<file path="src/rtl/sr_arb_pkg.sv">
// Shared encodings for the SR flag arbiter: requester commands and sweep FSM states.
package sr_arb_pkg;

   typedef enum logic [1:0] {
      CMD_NONE = 2'b00,
      CMD_CLR  = 2'b01,
      CMD_SET  = 2'b10,
      CMD_ILL  = 2'b11
   } cmd_e;

   typedef enum logic {
      ST_IDLE  = 1'b0,
      ST_SWEEP = 1'b1
   } state_e;

endpackage

</file>
<file path="src/rtl/sr_flag_arb_cell.sv">
// Single SR flag cell; the parent guarantees s and r are never high together.
module sr_cell (
   input  logic clk,
   input  logic rst,
   input  logic s,
   input  logic r,
   output logic q,
   output logic qbar
);

   logic q_q;

   always_ff @(posedge clk) begin
      if (rst)    q_q <= 1'b0;
      else if (s) q_q <= 1'b1;
      else if (r) q_q <= 1'b0;
   end

   assign q    = q_q;
   assign qbar = ~q_q;

endmodule

</file>
<file path="src/rtl/sr_flag_arb.sv">
// Round-robin arbiter serialising set/clear requests onto an array of SR flags,
// with a clear-all sweep. Define SRARB_ERR_EN to enable the sticky err output.
module sr_flag_arb
   import sr_arb_pkg::*;
#(
   parameter  int NREQ   = 4,
   parameter  int NFLAGS = 8,
   localparam int IDXW   = $clog2(NFLAGS)
) (
   input  logic                 clk,
   input  logic                 rst,
   input  logic [NREQ-1:0]      req_valid,
   input  logic [2*NREQ-1:0]    req_cmd,
   input  logic [IDXW*NREQ-1:0] req_idx,
   output logic [NREQ-1:0]      grant,
   input  logic                 clr_all,
   output logic                 busy,
   output logic [NFLAGS-1:0]    q,
   output logic [NFLAGS-1:0]    qbar,
   output logic                 err
);

   localparam int RRW = $clog2(NREQ);

   state_e              state_q, state_d;
   logic [IDXW-1:0]     cnt_q, cnt_d;
   logic [RRW-1:0]      rr_q, rr_d;

   logic [1:0]          cmd_a [NREQ];
   logic [IDXW-1:0]     idx_a [NREQ];
   logic                gnt_any;
   logic [RRW-1:0]      gidx;
   cmd_e                sel_cmd;
   logic [IDXW-1:0]     sel_idx;
   logic [NFLAGS-1:0]   s_vec, r_vec;

   for (genvar i = 0; i < NREQ; i++) begin : g_unpack
      assign cmd_a[i] = req_cmd[2*i +: 2];
      assign idx_a[i] = req_idx[IDXW*i +: IDXW];
   end

   // Search upward from rr with wrap; candidates are kept below NREQ.
   always_comb begin
      int j;
      logic [RRW-1:0] cand;
      grant   = '0;
      gnt_any = 1'b0;
      gidx    = '0;
      j       = 0;
      cand    = '0;
      if (!rst && state_q == ST_IDLE) begin
         for (int k = 0; k < NREQ; k++) begin
            j = int'(rr_q) + k;
            if (j >= NREQ) j = j - NREQ;
            cand = RRW'(j);
            if (!gnt_any && req_valid[cand]) begin
               gnt_any = 1'b1;
               gidx    = cand;
            end
         end
      end
      if (gnt_any) grant[gidx] = 1'b1;
   end

   assign sel_cmd = cmd_e'(cmd_a[gidx]);
   assign sel_idx = idx_a[gidx];

   always_comb begin
      s_vec = '0;
      r_vec = '0;
      if (state_q == ST_SWEEP) begin
         r_vec[cnt_q] = 1'b1;
      end else if (gnt_any) begin
         case (sel_cmd)
            CMD_SET: s_vec[sel_idx] = 1'b1;
            CMD_CLR: r_vec[sel_idx] = 1'b1;
            default: ;
         endcase
      end
   end

   always_comb begin
      state_d = state_q;
      cnt_d   = cnt_q;
      rr_d    = rr_q;
      case (state_q)
         ST_IDLE: begin
            if (clr_all) begin
               state_d = ST_SWEEP;
               cnt_d   = '0;
            end
         end
         ST_SWEEP: begin
            if (cnt_q == IDXW'(NFLAGS-1)) begin
               state_d = ST_IDLE;
               cnt_d   = '0;
            end else begin
               cnt_d = cnt_q + IDXW'(1);
            end
         end
         default: state_d = ST_IDLE;
      endcase
      if (gnt_any) rr_d = (gidx == RRW'(NREQ-1)) ? '0 : gidx + RRW'(1);
   end

   always_ff @(posedge clk) begin
      if (rst) begin
         state_q <= ST_IDLE;
         cnt_q   <= '0;
         rr_q    <= '0;
      end else begin
         state_q <= state_d;
         cnt_q   <= cnt_d;
         rr_q    <= rr_d;
      end
   end

`ifdef SRARB_ERR_EN
   logic err_q, err_d;

   assign err_d = err_q | (gnt_any && sel_cmd == CMD_ILL);

   always_ff @(posedge clk) begin
      if (rst) err_q <= 1'b0;
      else     err_q <= err_d;
   end

   assign err = err_q;
`else
   assign err = 1'b0;
`endif

   assign busy = (state_q == ST_SWEEP);

   for (genvar f = 0; f < NFLAGS; f++) begin : g_cell
      sr_cell u_cell (
         .clk  (clk),
         .rst  (rst),
         .s    (s_vec[f]),
         .r    (r_vec[f]),
         .q    (q[f]),
         .qbar (qbar[f])
      );
   end

endmodule

</file>
<file path="config.mk">
export PLATFORM = sky130hd
export DESIGN_NAME = sr_flag_arb
export DESIGN_NICKNAME = d
export VERILOG_FILES = /design/src/rtl/sr_arb_pkg.sv /design/src/rtl/sr_flag_arb_cell.sv /design/src/rtl/sr_flag_arb.sv
export SDC_FILE = /design/constraint.sdc
export NUM_CORES = 1
export LEC_CHECK = 0
export CAP_MARGIN = 20
export CORE_MARGIN = 5
export CORE_UTILIZATION = 45
export DETAILED_ROUTE_END_ITERATION = 8
export PLACE_DENSITY = 0.79
export SYNTH_ARGS = -nofsm -noshare
export SYNTH_HDL_FRONTEND = slang
export SYNTH_HIERARCHICAL = 1
export SYNTH_SLANG_ARGS = --single-unit
</file>
<file path="constraint.sdc">
create_clock -name clk -period 2.3 [get_ports clk]
set_input_delay 0.23 -clock clk [delete_from_list [all_inputs] [get_ports clk]]
set_output_delay 0.23 -clock clk [all_outputs]
set_load 0.05 [all_outputs]
</file>
# == After elaboration in Yosys (flattened, before gate mapping) ==
# Index checks and enable logic that the tools add are counted.
# word_totals
out_inout_bits,22
inputBits,27
word_cells,140
ff_bits,14
# op_classes
reduce_logical,19
n_bitwise,10
n_eq_ne,5
addsub,9
mux,71
order_cmp,15
# op_table
operator,n
2-to-1 mux 8 bit,6
2-to-1 mux 1 bit,33
2-to-1 mux 2 bit,16
nonzero test 2 bit,8
less-than comparator 2 x 3 -> 1 bit (second input constant),5
greater-or-equal comparator 3 bit (second input constant),4
2-to-1 mux 3 bit,4
NOT 1 bit,9
binary-select mux 1 bit (select 2 bit),4
less-than comparator 3 x 4 -> 1 bit (second input constant),2
subtractor 2 x 1 -> 2 bit (second input constant),4
logical AND 1 bit,7
adder 2 x 2 -> 3 bit (second input constant),2
binary-select mux 3 bit (select 2 bit),1
demux 1 bit (select 3 bit),2
greater-or-equal comparator 3 x 1 -> 1 bit (second input constant),2
one-hot mux 3 bit (2 select lines),1
binary-select mux 2 bit (select 2 bit),1
== test 2 bit (second input constant),2
logical NOT 1 bit,4
2-to-1 mux 4 bit,1
adder 2 x 1 -> 3 bit (second input constant),1
adder 3 x 1 -> 3 bit (second input constant),1
== test 3 bit (second input constant),1
8 further kinds,8

# == Logic depth before layout (Yosys ltp) ==
# Gate-level depths: netlist (run 1).
# depth
depth_word,32
ltp_mapped,11
mapped_depth_nobuf,9

# == Hierarchy ==
# The synthesis (run 1) kept the hierarchy.
# modules_own_cells
module,area_per_inst_um2,n_inst,cells_each
sr_flag_arb,1087.3,1,148
sr_cell,42.5,8,5

# == Worst setup path before layout (run 1) ==
# OpenSTA, ideal clock, no wires.
# synth_timing
path_type,reg-to-reg
start,register state_q (netlist: busy)
end,register g_cell[7].u_cell.q_q
period_less_slack_ps,2258
setup_slack_ps,42
required_time_ps,2234
stages_incl_launch_ff,12
setup_time_ps,66
arrival_time_ps,2192
path_buffers,3
path_cell_list,dfxtp_1 -> buf_6 -> or2_1 -> buf_6 -> nor3_4 -> buf_6 -> mux2i_1 -> mux2_2 -> inv_1 -> nor4_1 -> inv_1 -> a21oi_2
# synth_between
elab_chain_cells,15
elab_cells_between_ends,26
classes_between,order compare: 2; eq/ne: 2; mux: 17; bitwise: 2; reduce/logical: 3
# synth_rtl
item,line,text
start: declaration,sr_flag_arb.sv:25,"state_e state_q, state_d;"
start signal: assignment,sr_flag_arb.sv:112,state_q <= state_d;
NOT 1 bit,--,
logical AND 1 bit,sr_flag_arb.sv:51,if (!rst && state_q == ST_IDLE) begin
2-to-1 mux 2 bit,sr_flag_arb.sv:51,
NOT 2 -> 3 bit (implied by the code),"sr_flag_arb.sv:65, sr_flag_arb.sv:66",
binary-select mux 3 bit (select 2 bit),sr_flag_arb.sv:66,assign sel_idx = idx_a[gidx];
2-to-1 mux 3 bit (implied by the code) (2 in series),sr_flag_arb.sv:66,
less-than comparator 3 x 4 -> 1 bit (implied by the code) or greater-or-equal comparator 3 x 1 -> 1 bit (tied branches),sr_flag_arb.sv:75,CMD_SET: s_vec[sel_idx] = 1'b1;
logical AND 1 bit (implied by the code),sr_flag_arb.sv:75,
2-to-1 mux 1 bit (implied by the code),sr_flag_arb.sv:75,
demux 1 bit (select 3 bit),sr_flag_arb.sv:75,
2-to-1 mux 8 bit,sr_flag_arb.sv:74,case (sel_cmd)
2-to-1 mux 8 bit,sr_flag_arb.sv:73,end else if (gnt_any) begin
2-to-1 mux 8 bit *,sr_flag_arb.sv:71,if (state_q == ST_SWEEP) begin
named net s_vec[7],sr_flag_arb.sv:35,"logic [NFLAGS-1:0] s_vec, r_vec;"
2-to-1 mux 1 bit or nonzero test 2 bit (tied branches),--,
end signal: assignment,sr_flag_arb_cell.sv:14,if (rst) q_q <= 1'b0;
end signal: assignment,sr_flag_arb_cell.sv:15,else if (s) q_q <= 1'b1;
end signal: assignment,sr_flag_arb_cell.sv:16,else if (r) q_q <= 1'b0;
end: declaration,sr_flag_arb_cell.sv:11,logic q_q;
# Mark *: on every way through the listed nets, which the timed path passes. The rest lies on a longest branch. The select of a mux whose other input is x is not followed.
# A chain may end at the register's enable or synchronous reset.

# == Worst setup path after layout (run 1) ==
# layout_timing
start,input req_valid[3]
end,register g_cell[7].u_cell.q_q
# layout_between
elab_chain_cells,28
elab_cells_between_ends,49
classes_between,order compare: 2; eq/ne: 2; mux: 36; bitwise: 1; reduce/logical: 8
# layout_rtl
item,line,text
start: declaration,sr_flag_arb.sv:12,"input logic [NREQ-1:0] req_valid,"
binary-select mux 1 bit (select 2 bit),sr_flag_arb.sv:56,if (!gnt_any && req_valid[cand]) begin
2-to-1 mux 1 bit (implied by the code),sr_flag_arb.sv:56,
2-to-1 mux 1 bit,sr_flag_arb.sv:56,
2-to-1 mux 1 bit,sr_flag_arb.sv:51,
logical NOT 1 bit,sr_flag_arb.sv:56,
logical AND 1 bit,sr_flag_arb.sv:56,
2-to-1 mux 1 bit,sr_flag_arb.sv:56,
2-to-1 mux 1 bit,sr_flag_arb.sv:51,
(+13 left out),--,
logical AND 1 bit (implied by the code),sr_flag_arb.sv:75,
2-to-1 mux 1 bit (implied by the code),sr_flag_arb.sv:75,
demux 1 bit (select 3 bit),sr_flag_arb.sv:75,
2-to-1 mux 8 bit,sr_flag_arb.sv:74,
2-to-1 mux 8 bit *,sr_flag_arb.sv:73,
2-to-1 mux 8 bit *,sr_flag_arb.sv:71,
named net s_vec[7],sr_flag_arb.sv:35,
2-to-1 mux 1 bit or nonzero test 2 bit (tied branches),--,
# Marks and branches as above.

==> results of run 1 <==
-- worst min-delay path: stages (launching register included) --
cell	delay, ns
dfxtp_1	0.33
nand2b_1	0.08
a21oi_2	0.05
-- cell usage in the layout, fill, tap and decap left out, types with 2 or more instances in the layout --
cell type        synthesis  final
nand2_2                  0      2
nor2_1                  12     12
inv_1                   23     21
inv_2                    1      3
nor4_1                   4      3
a21oi_2                  9     10
mux2i_1                 14      9
o22ai_2                  0      4
o22ai_1                  8      4
nor3_1                   6      5
o32a_1                   2      2
o21ai_0                  3      3
dfxtp_1                 14     13
ha_1                     6      4
nor2b_1                  8      8
nand2b_4                 0      5
and2_4                   2      5
buf_6                    3      5
mux2i_2                  0      2
nor4_2                   1      2
buf_4                    1     18
dlygate4sd2_1            0      2
clkdlybuf4s50_1          0     40
buf_12                   0      2
nand2_1                 18     16
or2b_1                   3      3
clkbuf_4                 0      3
nand2b_1                15     10
mux2i_4                  0      3
a21oi_1                  8      6
nand3_1                  3      2
-- state kept, by name, indices dropped and copies added, names as in the netlist --
| name | count |
|---|---|
| g_cell.u_cell/q | 8 |
| busy | 1 |
| cnt_q | 3 |
| rr_q | 2 |
-- per-stage QoR --
stage	setup TNS, ns	cells	worst slack, ns	total power, mW	hold slack, ns
global placement	-1.80	291	-0.239	0.668	0.490
floorplan	0	188	0.0420	0.518	0.292
detailed placement	-1.98	291	-0.268	0.673	0.497
CTS	0	298	0.00864	0.861	0.513
global route	-0.225	300	-0.0700	0.982	0.537
finish	0	300	0.0493	0.924	0.508
-- metal layers --
metal	up-vias	global-route usage, %	part of all wire [%]
li1	781	-	-
met1	714	22.2	45
met2	44	30.6	49
met3	4	4.59	4.9
met4	0	4.57	0.51
met5	-	0	0
-- power by group --
group	leakage (nW)	internal [mW]	switching (mW)
sequential	0.115	0.254	0.0139
combinational	0.704	0.225	0.255
clock	0.0210	0.0965	0.0798
total	0.840	0.576	0.348
-- layout make-up --
cell class	instances	share of cell area, %
clock buffers	4	1.56
multi-input cells	146	51.6
inverters	24	3.87
flip-flops and latches	14	12.2
well taps	44	2.36
repair buffers	68	28.4
-- final timing paths --
kind / depth (start not counted) / to / startpoint / slack, ns
setup / recovery: 11 / g_cell[7].u_cell/q / req_valid[3] / 0.05
hold / removal: 2 / g_cell[1].u_cell/q / g_cell[1].u_cell/q / 0.51
setup reg to reg: 10 / g_cell[7].u_cell/q / rr_q[1] / 0.05
hold reg to reg: 2 / g_cell[1].u_cell/q / g_cell[1].u_cell/q / 0.51
-- logic make-up after synthesis --
group	after synthesis	synth area share, %
AOI/OAI and AO/OA	40	20.5
adders and majority gates	6	5.26
buffers and inverters	28	9.20
DFF	14	19.6
muxes	15	10.6
other	1	0.263
and+or+nand+nor	84	34.5
-- what timing repair did --
item                                    CTS  global route
hold buffers                              0             0
gates resized for setup                   4            42
endpoints found under the setup margin    5            12
pin swaps                                 2             9
buffers inserted                          3             3
-- synth_stat cells --
cell / instances / area, um2
o211ai_1: 1 / 7.51
buf_4: 1 / 7.51
nor2b_1: 8 / 50.1
o211ai_2: 1 / 12.5
conb_1: 1 / 3.75
o21bai_1: 1 / 7.51
and2_1: 4 / 25.0
nor2_4: 1 / 11.3
dfxtp_1: 14 / 280
a21oi_2: 9 / 78.8
and2b_1: 1 / 7.51
inv_1: 23 / 86.3
o211a_1: 2 / 20.0
nor2_1: 12 / 45.0
o22ai_1: 8 / 50.1
o21ai_1: 1 / 5.00
and2_4: 2 / 17.5
nor4_1: 4 / 25.0
inv_2: 1 / 3.75
ha_1: 6 / 75.1
nor3b_1: 1 / 7.51
buf_6: 3 / 33.8
o21ai_0: 3 / 15.0
nand2b_1: 15 / 93.8
nand2_1: 18 / 67.6
o32a_1: 2 / 20.0
o2bb2ai_1: 1 / 8.76
nor3_1: 6 / 30.0
o32ai_1: 2 / 17.5
o21ba_2: 1 / 10.0
or2_1: 1 / 6.26
nor4_2: 1 / 12.5
nand3b_1: 1 / 7.51
nand3_1: 3 / 15.0
a21oi_1: 8 / 40.0
nor4_4: 1 / 21.3
mux2_2: 1 / 11.3
nor3_4: 1 / 16.3
or3_4: 1 / 11.3
or2b_1: 3 / 22.5
mux2i_1: 14 / 140
==> summary.txt, run 1 <==
STA
  • Final Setup Violations: 0
  • Worst-margin pin slew: 0.518 ns
  • Final Max Tran Viols: 0
  • Final worst path period share: 97.9%
  • Unrepaired setup endpoints after global routing: true
  • Final Hold Viols: 0
  • Tmin final: 2.25 ns
  • Worst rel slew slack: 65.4%
  • Highest clock rate: 0.444 GHz
  • Layout Skew: 0.00349 ns

GRT
  • First-pass GRT wire length: 6180 um
  • Initial antenna violation count: 0
  • Largest net degree at the start of global routing: 15
  • GRT Total Usage: 17.9%
  • Vias in the first global route: 1416
  • Grt total ovfl: 0

Finish
  • Fin area: 2330 um2
  • FF/Latch Area: 284 um2
  • Area Overhead vs Synth: 63.1%
  • Filler cells: 236
  • Proportion of layout cells with a drive suffix above 1: 31.3%
  • Utilization after layout: 76.3%
  • Nets@finish: 290
  • Antenna cells: 0
  • Area of the multi-input gates: 1200 um2

Logic synthesis
  • Synth Warn #: 6
  • Yosys reg bits: 14
  • Synthesized instance count: 188
  • Mean Syn Cell Area: 7.59 um2
  • Post-synth cell types: 41
  • Register area share after synthesis: 19.6%
  • Cell Area, Synth: 1430 um2
  • Mapped Nets: 221

Detailed routing
  • DR pass1 iterations: 4
  • DRC: 0
  • Post-DRT Antenna Nets: 0
  • WL/cell: 13.8 um
  • Vias: 1543
  • Total wire length: 4130 um
  • Vias per inst: 5.14
  • Initial DRC count: 55

Setup path
  • Slowest stage delay, CP: 0.52 ns
  • Crit-path leading delay family: buffers and inverters
  • Crit-path max FO: 4
  • Worst path bufs/invs: 6
  • Worst setup SP type: input pin
  • Worst path slowest cell: clkdlybuf4s50_1
  • Arr. time, crit path: 2.47 ns
  • Crit. End Element: flip-flop
  • Worst-path cell chain: clkdlybuf4s50_1 -> inv_1 -> and2_4 -> nor4_4 -> inv_2 -> buf_6 -> mux2_4 -> inv_2 -> nor4_2 -> inv_1 -> a21oi_2
  • Crit Path Category: in2reg
  • WP data required: 2.52 ns

Place
  • HPWL Detailed: 2980 um
  • RePlAce Congestion: 0.813
  • Cell Area, Placed: 2060 um2
  • IO buf count: 47

CTS
  • Worst-Skew Late Latency: 0.28 ns
  • Htree depth: 1
  • Clk root buf: clkbuf_4
  • Clock buffer depth: 2
  • Clk sinks: 14
  • CTS tree: yes
  • TritonCTS buffer count: 3
  • CTS clk-pin slew, worst paths: 0.08 ns

Die
  • Top-Level Pins: 49
  • Initial core utilization: 46.8%
  • Die Height: 66.3 um
  • Cell Rows: 20
  • Core Area: 3050 um2
  • DIE WIDTH: 66.3 um
  • DIE AREA: 4400 um2

Run
  • # Max-Cap Violations: 0

Pwr
  • Leak pwr: 0.840 nW
  • Peak supply drop: 0.261 mV
  • PD cells: 397 nW/um2

Status
  • Status: complete, no violations

Min path
  • HP Class: reg2reg
Power figures use the tool's default switching activity.
==> run 2, diff against run 1 <==
Settings changed: CORE_UTILIZATION 45 to 46, PLACE_DENSITY 0.79 to 0.81, TNS_END_PERCENT set to 30.
==> summary.txt, run 2 (synthesis results as in run 1) <==
STA
  • Worst rel slew slack: 66.1%
  • Final Setup Violations: 0
  • Final Max Tran Viols: 0
  • Worst-margin pin slew: 0.507 ns
  • Setup_tns: 0 ns
  • Final worst path period share: 98.7%
  • Highest clock rate: 0.441 GHz
  • Final Hold Viols: 0
  • Tmin final: 2.27 ns
  • Layout Skew: 0.00551 ns
  • WHS: 0.507 ns

Setup path
  • Worst reg2reg path endpoint: g_cell[3].u_cell/q
  • Worst path slowest cell: dfxtp_4
  • R2R depth: 10
  • Worst r2r src: rr_q[1]
  • Crit Path Category: reg2reg
  • Slowest stage delay, CP: 0.37 ns
  • Crit. End Element: flip-flop
  • WP data required: 2.52 ns
  • Crit-path leading delay family: compound AO/OA/AOI/OAI gates
  • Reg2Reg Setup Slack: 0.03 ns
  • Worst setup SP type: flip-flop
  • Most frequent cell on the critical path: a21oi_2
  • Crit-path max FO: 6
  • Arr. time, crit path: 2.49 ns
  • Worst path bufs/invs: 2
  • Worst-path cell chain: and2_4 -> o211a_4 -> nor2_4 -> mux2i_2 -> o2bb2ai_1 -> a21oi_2 -> buf_4 -> nor4_1 -> inv_1 -> a21oi_2

Die
  • DIE WIDTH: 65.7 um
  • Initial core utilization: 47.5%
  • Core Area: 3000 um2
  • DIE AREA: 4320 um2
  • Cell Rows: 20
  • Top-Level Pins: 49
  • Die Height: 65.7 um

Detailed routing
  • DRC: 0
  • WL/cell: 13.6 um
  • Initial DRC count: 42
  • Vias: 1515
  • Vias per inst: 5.28
  • DR pass1 iterations: 4
  • Total wire length: 3890 um
  • Post-DRT Antenna Nets: 0

Pwr
  • PD cells: 391 nW/um2
  • Peak supply drop: 0.248 mV
  • Leak pwr: 0.814 nW

Finish
  • Fin area: 2160 um2
  • Antenna cells: 0
  • Nets@finish: 289
  • Proportion of layout cells with a drive suffix above 1: 23.2%
  • Commonest non-fill, non-tap cells in the layout: 40 x clkdlybuf4s50_1, 22 x inv_1, 19 x buf_4
  • Area Overhead vs Synth: 51.4%
  • Most common cell after layout, fill and taps aside: clkdlybuf4s50_1
  • Utilization after layout: 72.0%
  • Max FFs per register: 8
  • Finished Layout Cells: 287

Min path
  • HP Start: g_cell[1].u_cell/q
  • Worst hold endpoint: g_cell[1].u_cell/q
  • Hold depth: 2
  • HP Class: reg2reg

CTS
  • Worst-Skew Late Latency: 0.28 ns
  • CTS tree: yes
  • Hold buffer count at CTS: 0
  • TritonCTS buffer count: 3
  • CTS clk-pin slew, worst paths: 0.08 ns
  • Htree depth: 1
  • Clock buffer depth: 2
  • Clk root buf: clkbuf_4
  • Clk sinks: 14

Place
  • IO buf count: 47
  • Cells after DPL: 281
  • HPWL Detailed: 2990 um
  • Cell Area, Placed: 2050 um2
  • RePlAce Congestion: 0.870

GRT
  • GRT Total Usage: 18.1%
  • Vias in the first global route: 1524
  • Initial antenna violation count: 0
  • First-pass GRT wire length: 6320 um
  • Largest net degree at the start of global routing: 15
  • Grt total ovfl: 0

Run
  • # Max-Cap Violations: 0

Status
  • Status: complete, no violations
## run 2: how the worst max path moves through the flow
stage | slack [ns] | endpoint | start | depth (start not counted)
after floorplan | 0.04 | g_cell[7].u_cell/q | busy | 11
after global placement | -0.25 | g_cell[3].u_cell/q | req_valid[0] | 11
after detailed placement | -0.28 | g_cell[3].u_cell/q | req_valid[0] | 10
after CTS | 0.008 | grant[0] | req_valid[1] | 9
after global routing | -0.04 | g_cell[3].u_cell/q | rr_q[1] | 10
final | 0.03 | g_cell[3].u_cell/q | rr_q[1] | 10
## run 2: through the flow
stage,worst slack [ns],power [mW]
final,0.0310,0.844
after floorplan,0.0420,0.518
after detailed placement,-0.276,0.678
after global routing,-0.0379,0.902
after CTS,0.00828,0.829
after global placement,-0.251,0.673
## run 2: cell type report
cell class                 instances  area [um2]
clock buffer                       3        22.5
multi-input combinational        146        1080
inverter                          24        90.1
sequential                        14         284
timing repair buffer              67         647
fill                             231         841
tap                               33        41.3
## run 2: repair_timing
item / 4_1_cts / 5_1_grt
setup buffers: 3 / 1
gates resized for setup: 7 / 14
endpoints found under the setup margin: 5 / 12
pin swaps: 2 / 3
## run 2: where the power goes
part | total [mW] | switching [mW] | internal (mW)
Sequential | 0.268 | 0.0137 | 0.254
Clock | 0.134 | 0.0737 | 0.0607
Combinational | 0.442 | 0.234 | 0.208
## run 2: routing by layer
layer | global-route usage, % | vias up | share of wire (%)
met5 | 0 | - | 0
met4 | 5.18 | 0 | 1.3
met3 | 3.76 | 7 | 4.0
met2 | 31.3 | 42 | 49
met1 | 22.2 | 686 | 46
li1 | - | 780 | -
## run 2: worst min-delay path, cell delays in order (launching register included)
cell and delay (ns):
dfxtp_1 0.33, nand2b_1 0.09, a21oi_2 0.05
==> run 3, diff against run 2 <==
Settings changed: CORE_MARGIN 5 to 2, SLEW_MARGIN set to 10.
==> summary.txt, run 3 (synthesis results as in run 1) <==
Status
  • Status: complete, no violations

GRT
  • Initial antenna violation count: 0
  • Largest net degree at the start of global routing: 15
  • Vias in the first global route: 1341
  • Grt total ovfl: 0
  • First-pass GRT wire length: 5620 um
  • GRT Total Usage: 20.5%

CTS
  • Worst-Skew Late Latency: 0.29 ns
  • Htree depth: 1
  • Hold buffer count at CTS: 0
  • Clk root buf: clkbuf_4
  • TritonCTS buffer count: 3
  • CTS tree: yes
  • CTS clk-pin slew, worst paths: 0.08 ns
  • Clock buffer depth: 2
  • Clk sinks: 14

Setup path
  • Worst setup SP type: flip-flop
  • Crit-path leading delay family: simple AND/OR/NAND/NOR gates
  • R2R depth: 10
  • Stages on worst setup path: 8
  • Worst-path cell chain: nand2b_1 -> a21oi_1 -> buf_4 -> nor4_4 -> buf_4 -> ha_1 -> and2_1 -> buf_6
  • Crit. End Element: output port
  • Slowest stage delay, CP: 0.38 ns
  • Most frequent cell on the critical path: buf_4
  • Arr. time, crit path: 2.00 ns
  • WP data required: 2.07 ns
  • Worst Setup SP: rr_q[1]
  • Reg2Reg Setup Slack: 0.12 ns
  • Crit-path max FO: 6
  • Worst r2r src: rr_q[1]
  • Worst path slowest cell: dfxtp_4
  • Crit Path Category: reg2out
  • Worst path bufs/invs: 3
  • Worst reg2reg path endpoint: g_cell[3].u_cell/q
  • Setup crit end: grant[1]

STA
  • Worst-margin pin slew: 0.503 ns
  • Final worst path period share: 97.0%
  • Highest clock rate: 0.448 GHz
  • Layout Skew: 0.00248 ns
  • Tmin final: 2.23 ns
  • Final Hold Viols: 0
  • Setup ws final: 0.0692 ns
  • Final Setup Violations: 0
  • Unrepaired setup endpoints after global routing: true
  • Worst rel slew slack: 66.4%
  • Final Max Tran Viols: 0

Finish
  • Area Overhead vs Synth: 53.5%
  • Nets@finish: 288
  • FF/Latch Area: 284 um2
  • Utilization after layout: 73.0%
  • Proportion of layout cells with a drive suffix above 1: 24.4%
  • Filler cells: 240
  • Area of the multi-input gates: 1100 um2
  • Max FFs per register: 8
  • Most common cell after layout, fill and taps aside: clkdlybuf4s50_1
  • Antenna cells: 0
  • Commonest non-fill, non-tap cells in the layout: 40 x clkdlybuf4s50_1, 23 x inv_1, 17 x nand2_1, 17 x buf_4

Detailed routing
  • Initial DRC count: 77
  • WL/cell: 12.6 um
  • Vias: 1543
  • Post-DRT Antenna Nets: 0
  • DRC: 0
  • Total wire length: 3610 um
  • Vias per inst: 5.38
  • DR pass1 iterations: 4

Die
  • Die Height: 59.7 um
  • Cell Rows: 20
  • Core Area: 3000 um2
  • DIE WIDTH: 59.7 um
  • DIE AREA: 3570 um2
  • Top-Level Pins: 49
  • Initial core utilization: 47.5%

Place
  • IO buf count: 47
  • Placement Setup Slack: -0.254 ns
  • RePlAce Congestion: 0.835
  • HPWL Detailed: 2760 um

Min path
  • HP Class: reg2reg

Run
  • # Max-Cap Violations: 0

Pwr
  • Peak supply drop: 0.252 mV
  • Leak pwr: 0.807 nW
  • PD cells: 402 nW/um2
## run 3: area by class of cell
class	count	area share, %
Timing Repair Buffer	66	29.4
Multi-Input combinational cell	146	50.0
Tap cell	33	1.88
Sequential cell	14	13.0
Inverter	24	4.11
Clock buffer	4	1.66
## run 3: power breakdown
group	switching (mW)	leakage, nW	internal, mW
registers	0.0136	0.115	0.254
logic	0.232	0.672	0.204
clock network	0.0808	0.0210	0.0966
total	0.326	0.807	0.555
## run 3: how the worst min path moves through the flow
stage                       startpoint            endpoint  cells past startpoint
finish              g_cell[3].u_cell/q  g_cell[3].u_cell/q                      2
global route        g_cell[5].u_cell/q  g_cell[5].u_cell/q                      2
CTS                 g_cell[7].u_cell/q  g_cell[7].u_cell/q                      2
detailed placement  g_cell[7].u_cell/q  g_cell[7].u_cell/q                      2
global placement    g_cell[1].u_cell/q  g_cell[1].u_cell/q                      2
floorplan                          rst  g_cell[0].u_cell/q                      1
## run 3: per-stage QoR
stage / setup TNS (ns) / hold slack, ns / cell area [um2] / instances / total power, mW
final: 0 / 0.506 / 2190 / 287 / 0.881
after global routing: -0.0247 / 0.523 / 2190 / 287 / 0.930
after CTS: 0 / 0.513 / 2120 / 287 / 0.862
after detailed placement: -2.01 / 0.500 / 2050 / 280 / 0.672
after global placement: -1.82 / 0.491 / 2050 / 280 / 0.668
after floorplan: 0 / 0.292 / 1430 / 188 / 0.518
## run 3: worst min-delay path: cells and delay by family, from the launching register on
| family | cells | cell delay, ns |
|---|---|---|
| and+or+nand+nor | 1 | 0.08 |
| AOI/OAI and AO/OA | 1 | 0.05 |
| DFF | 1 | 0.33 |
## run 3: metal layers
layer / track usage, % / up-vias / routed length [um]
li1: - / 779 / -
met2: 35.6 / 35 / 1790
met1: 25.6 / 725 / 1640
met4: 5.71 / 0 / 40
met5: 0 / - / 0
met3: 3.90 / 4 / 136
## run 3: timing repair
item	in CTS	in global routing
gates cloned	0	0
buffers inserted	3	1
setup endpoints to repair	4	12
gates resized for setup	5	20
pin swaps	2	3
